<file path="src/rtl/skinny_sbox_layer_ctrl.sv">
// Purpose: sequences all NIBBLES nibbles of a shared state through one shared, clock-gated masked Skinny S-box.
// Latency: LATENCY+2 cycles per nibble; done pulses NIBBLES*(LATENCY+2)+1 cycles after start is accepted.
// Backpressure: holds in LOAD while fresh_valid=0; start is ignored unless idle. Optional: SBOX_CTRL_SYNCH_CHECK_EN.
module skinny_sbox_layer_ctrl #(
    parameter int  SECURITY_ORDER = 3,
    parameter int  LATENCY        = 11,
    parameter int  NIBBLES        = 16,
    localparam int SHARES         = SECURITY_ORDER + 1,
    localparam int SW             = 4 * NIBBLES
) (
    input  logic                 clk,
    input  logic                 rst,
    input  logic                 start,
    input  logic [SW*SHARES-1:0] state_in,
    output logic                 busy,
    output logic                 done,
    output logic [SW*SHARES-1:0] state_out,
    output logic                 err,
    output logic [4*SHARES-1:0]  sbox_in,
    output logic                 sbox_rst,
    input  logic [4*SHARES-1:0]  sbox_out,
    input  logic                 sbox_synch,
    input  logic                 fresh_valid,
    output logic                 prng_en
);

    localparam int IW = 4;
    localparam int CW = (LATENCY > 1) ? $clog2(LATENCY + 1) : 1;
    localparam logic [IW-1:0] IDX_LAST = IW'(NIBBLES - 1);
    localparam logic [CW-1:0] CNT_LAST = CW'(LATENCY - 1);

    typedef enum logic [2:0] {
        IDLE  = 3'd0,
        LOAD  = 3'd1,
        WAIT  = 3'd2,
        STORE = 3'd3,
        FIN   = 3'd4
    } state_e;

    state_e               state_q, state_d;
    logic [IW-1:0]        idx_q, idx_d;
    logic [CW-1:0]        cnt_q, cnt_d;
    logic [SW*SHARES-1:0] in_q, in_d;
    logic [SW*SHARES-1:0] res_q, res_d;
    logic                 busy_q, busy_d;
    logic                 done_q, done_d;
    logic                 sbox_rst_q, sbox_rst_d;
    logic                 prng_en_q, prng_en_d;

    // Next-state logic; results overwrite the consumed input nibble in place and
    // the whole buffer is published to state_out only when the last nibble lands.
    always_comb begin
        state_d = state_q;
        idx_d   = idx_q;
        cnt_d   = cnt_q;
        in_d    = in_q;
        res_d   = res_q;
        case (state_q)
            IDLE: begin
                if (start) begin
                    in_d    = state_in;
                    idx_d   = '0;
                    state_d = LOAD;
                end
            end
            LOAD: begin
                if (fresh_valid) begin
                    cnt_d   = '0;
                    state_d = WAIT;
                end
            end
            WAIT: begin
                if (cnt_q == CNT_LAST) begin
                    state_d = STORE;
                end else begin
                    cnt_d = cnt_q + CW'(1);
                end
            end
            STORE: begin
                for (int k = 0; k < SHARES; k++) begin
                    in_d[SW*k + 4*int'(idx_q) +: 4] = sbox_out[4*k +: 4];
                end
                if (idx_q == IDX_LAST) begin
                    res_d   = in_d;
                    state_d = FIN;
                end else begin
                    idx_d   = idx_q + IW'(1);
                    state_d = LOAD;
                end
            end
            FIN: begin
                state_d = IDLE;
            end
            default: begin
                state_d = IDLE;
            end
        endcase
        busy_d     = (state_d == LOAD) || (state_d == WAIT) || (state_d == STORE);
        done_d     = (state_d == FIN);
        sbox_rst_d = (state_d != WAIT);
        prng_en_d  = (state_d == WAIT);
    end

    // State and datapath registers with synchronous active-low reset.
    always_ff @(posedge clk) begin
        if (!rst) begin
            state_q    <= IDLE;
            idx_q      <= '0;
            cnt_q      <= '0;
            in_q       <= '0;
            res_q      <= '0;
            busy_q     <= 1'b0;
            done_q     <= 1'b0;
            sbox_rst_q <= 1'b1;
            prng_en_q  <= 1'b0;
        end else begin
            state_q    <= state_d;
            idx_q      <= idx_d;
            cnt_q      <= cnt_d;
            in_q       <= in_d;
            res_q      <= res_d;
            busy_q     <= busy_d;
            done_q     <= done_d;
            sbox_rst_q <= sbox_rst_d;
            prng_en_q  <= prng_en_d;
        end
    end

    // Present the current nibble of every share; zero outside a layer so no stale shares linger.
    always_comb begin
        sbox_in = '0;
        if ((state_q == LOAD) || (state_q == WAIT) || (state_q == STORE)) begin
            for (int k = 0; k < SHARES; k++) begin
                sbox_in[4*k +: 4] = in_q[SW*k + 4*int'(idx_q) +: 4];
            end
        end
    end

    assign busy      = busy_q;
    assign done      = done_q;
    assign state_out = res_q;
    assign sbox_rst  = sbox_rst_q;
    assign prng_en   = prng_en_q;

`ifdef SBOX_CTRL_SYNCH_CHECK_EN
    logic err_q, err_d;

    // Synch must be high exactly in the last WAIT cycle; any other pattern is latched until reset.
    always_comb begin
        err_d = err_q;
        if ((state_q == WAIT) && (sbox_synch != (cnt_q == CNT_LAST))) begin
            err_d = 1'b1;
        end
    end

    // Sticky error register.
    always_ff @(posedge clk) begin
        if (!rst) begin
            err_q <= 1'b0;
        end else begin
            err_q <= err_d;
        end
    end

    assign err = err_q;
`else
    logic unused_synch;
    assign unused_synch = sbox_synch;
    assign err          = 1'b0;
`endif

endmodule

</file>
<file path="config.mk">
export PLATFORM = sky130hd
export DESIGN_NAME = skinny_sbox_layer_ctrl
export DESIGN_NICKNAME = d
export VERILOG_FILES = /design/src/rtl/skinny_sbox_layer_ctrl.sv
export SDC_FILE = /design/constraint.sdc
export NUM_CORES = 1
export LEC_CHECK = 0
export ABC_AREA = 1
export BUFFER_PORTS_ARGS = -buffer_cell sky130_fd_sc_hd__buf_2
export CAP_MARGIN = 20
export CELL_PAD_IN_SITES_DETAIL_PLACEMENT = 0
export CELL_PAD_IN_SITES_GLOBAL_PLACEMENT = 1
export CORE_MARGIN = 2
export CORE_UTILIZATION = 35
export DETAILED_ROUTE_END_ITERATION = 16
export PLACE_DENSITY = 0.82
export SLEW_MARGIN = 20
export SYNTH_ARGS = -nofsm -noshare
export SYNTH_HDL_FRONTEND = slang
export SYNTH_SLANG_ARGS = --single-unit
</file>
<file path="constraint.sdc">
create_clock -name clk -period 3 [get_ports clk]
set_input_delay 0.3 -clock clk [delete_from_list [all_inputs] [get_ports clk]]
set_output_delay 0.3 -clock clk [all_outputs]
set_load 0.02 [all_outputs]
</file>
==> results.md <==
- The clock-pin transition on the worst setup and hold timing paths is about 60 ps.
- After detailed routing, the total wire length is 147 mm.
- The flow ran to the end, and the final reports show no timing, DRC or antenna violations.
- The detailed router finished its first iteration with 4272 violations.
- After floorplanning, the core was divided into 102 placement rows.
- The achievable clock frequency is 336 MHz.
- The startpoint type of the worst setup path is a flip-flop.
- The share of the cycle needed by the critical path after routing is 0.993.
- Sorting the synthesized cells by area gives the leading types as dfxtp_1 (39%), nand2_1 (13%), o21ai_0 (7.8%).
- The final setup violation count is 0.
- Counting every net in the synthesized netlist gives 4361.
- STA puts the critical path data arrival time at 2680 ps.
- Headroom to the max-slew limit came out at 0.406.
- The cell sitting at the root of the clock tree is a clkbuf_16.
- The fraction of final layout cells with drive strength greater than 1 is 0.206.
- Input and output buffers added on the ports amount to 551.
- The utilization after layout is 0.460.
- The origin of the critical flop-to-flop path is idx_q[0].
- The distinct cell type count of the synthesized netlist is 41.
- The maximum fanout along the worst path is 120.
- The final net count is 5025.
- The initial antenna violation count is 13.
- Across all layers, the routed design uses between 30000 and 40000 vias.
- The transition at the pin with the smallest max-transition slack is 884 ps.
- In this run the power density over the cells is 556 nW/um2.
- The cell taking the most area after synthesis is dfxtp_1.
- In this run the vertical extent of the chip is approximately 280 um.
- Entering global routing, the biggest net connects 131 pins.
- The finished cells cover 35600 um2.
- The CTS tree is built.
- The H-tree was split into 2 levels.
- The start point of the critical path is idx_q[0].
- The worst hold path begins at state_in[107].
- 554 I/O pins were placed.
- In the routed layout, each cell is associated on average with a via count of 5.60.
- The final number of max-transition violations is 0.
- The die outline width is 283 um.
- The placed standard-cell area is 32400 um2.
- The starting utilization of the core area is 0.352.
- On the final layout, the worst clock skew is 18.8 ps.
- VDD sags by at most 0.419 mV.
- The wire-length estimate of the detail-placed layout is ~110 mm.
- The clock drives 527 sinks.
- The final count of hold timing violations is 0.
- The most common cell in the netlist is nand2_1.
- TritonCTS created just under 60 clock buffers.
- Synthesis produced just over 4000 cells.
- The core region is 77300 um2.
- The prevailing post-synth register cell is dfxtp_1.
- Before antenna repair, the detailed router went through 7 iterations.
- Summed over all layers, the global routing overflow is 0.
- The later-pin clock latency in the skew report is 650 ps.
- Counting instances in the post-synthesis netlist gives the leading cell types as nand2_1 (972), dfxtp_1 (527), o21ai_0 (423).
- The area growth from synthesis to layout is 30.6%.
- The synthesized design contains about 530 register bits.
- The share of synthesized area in the top cell type comes to 0.387.
- Summed over all cells, the static leakage comes to 0.0155 uW.
- Across every metal layer, demand over resource in global routing totals 0.350.
- Setup repair after global routing could not meet its margin everywhere.
- Summing every instance area after synthesis gives ~27000 um2.
- Data on the critical path is required at its endpoint by 2700 ps.
- The last weighted congestion value of the routability-driven placer is 1.01.
- The floorplan step defined a die boundary enclosing 80100 um2.
- The tightest min-delay check is of the in2reg type.
- For the final routed database, the setup TNS stands at 0 ps.
- The kind of end point of the critical path is an output pin.
- The fraction of registers with async set/reset is 0.
- The critical path is of the reg2out type.
- After detailed routing, the average wire length per cell comes to 25.3 um.
- Max-cap violations in this run came to 0.
- The Yosys step of the flow raised 0 warnings.
- After layout, the minimum clock period comes to 2980 ps.
- The share of the Yosys chip area taken by registers is 0.387.
- The via count of the first global-routing pass was 30119.
- The residual DRC count is 0.
- The total power is around 20000 uW.
- Counting along the longest clock path gives a buffer depth of 3.
- The setup slack of the critical path after layout is 20.4 ps.
- Yosys mapped a number of flops with a built-in enable equal to 0.
- The first global-routing pass estimated 209 mm of wire.
- The per-instance average area after synthesis is 6.69 um2.
- Once detail routing completed, the nets flagged for antenna violations numbered 0.
- The worst-case setup slack after placement is 175 ps.
placed cells by master (no fill, tap or decap), types with 4 or more instances in the layout:
cell	netlist	final
a21oi_1	351	348
a22o_1	167	167
a31oi_1	95	95
a32o_1	14	14
buf_12	0	31
buf_2	66	551
buf_4	5	209
buf_6	2	4
bufinv_16	0	10
clkbuf_1	185	5
clkbuf_16	0	62
clkbuf_8	0	16
clkinv_2	0	9
dfxtp_1	527	525
diode_2	0	6
dlygate4sd3_1	0	96
ha_1	9	9
inv_1	349	349
inv_2	30	28
inv_6	0	4
nand2_1	972	970
nand2_2	9	11
nand3_1	296	295
nand4_1	4	4
nor2_1	302	301
nor2_2	23	22
nor2_4	6	8
nor3_1	30	29
o211ai_1	74	74
o21a_1	14	14
o21ai_0	423	420
o21ai_1	46	48
o22ai_1	21	21
or2_1	4	4
final cells by class:
class | instances | area, um2
diodes | 6 | 15.0
clock buffers | 83 | 1790
clock inverters | 24 | 385
fillers | 8287 | 41700
inverters | 382 | 1450
multi-input cells | 2878 | 14100
flip-flops and latches | 527 | 10600
well taps | 1040 | 1300
repair buffers | 892 | 5980
where the power goes:
part | total (uW) | leakage, uW | internal, uW | switching, uW
Combinational | 4110 | 0.0101 | 1280 | 2830
Clock | 8250 | 0.00107 | 4990 | 3260
Sequential | 7440 | 0.00429 | 7260 | 187
path summary, 6_finish.rpt:
path	cells after the start	slack, ps	end
worst min register to register	2	450	state_out[19]
worst max-delay path	7	20	sbox_in[10]
worst max register to register	14	40	in_q[23]
worst min-delay path	3	5	in_q[107]
metal layers:
layer / vias up / wire (um) / part of all wire / global-route usage
li1: 15004 / - / - / -
met1: 15465 / 61000 / 0.41 / 0.467
met2: 1840 / 64300 / 0.44 / 0.540
met3: 330 / 15200 / 0.10 / 0.0807
met4: 14 / 6890 / 0.047 / 0.151
met5: - / 82 / 0.00056 / 0
through the flow:
stage          hold slack, ps  std cells
2_1_floorplan             462       4075
3_5_place_dp              434       5623
5_1_grt                  6.59       5828
4_1_cts                 0.143       5826
6_report                 4.55       5832
3_3_place_gp              433       5623
flip-flops by register name (all words and copies together), names as in the netlist:
register and cells:
in_q 256, state_out 256, cnt_q 4, idx_q 4, state_q 3, busy 1, done 1, prng_en 1
sbox_rst 1
worst max-delay path, stage by stage, from the launching register on:
cell     delay [ps]
dfxtp_4         390
buf_16          340
a21oi_1         130
o21ai_0         140
nand3_1         370
nand3_1         250
a21oi_1          80
buf_2           210
kinds of logic (layout without fill, tap and decap cells):
logic type | count (synthesis) | after routing | share of synthesized area
buf+inv | 670 | 1381 | 0.0966
other cells | 1 | 7 | 0.000138
fa+ha+maj | 9 | 9 | 0.00413
flops | 527 | 527 | 0.387
compound gates | 1214 | 1214 | 0.263
simple gates | 1654 | 1654 | 0.249
timing repair:
item                                    4_1_cts  5_1_grt
endpoints found under the hold margin        95        0
resized for setup                             6       12
hold buffers                                 96        0
buffers inserted                              0        0
endpoints found under the setup margin        8       11
Note: power is estimated with default switching activity, not from simulation.
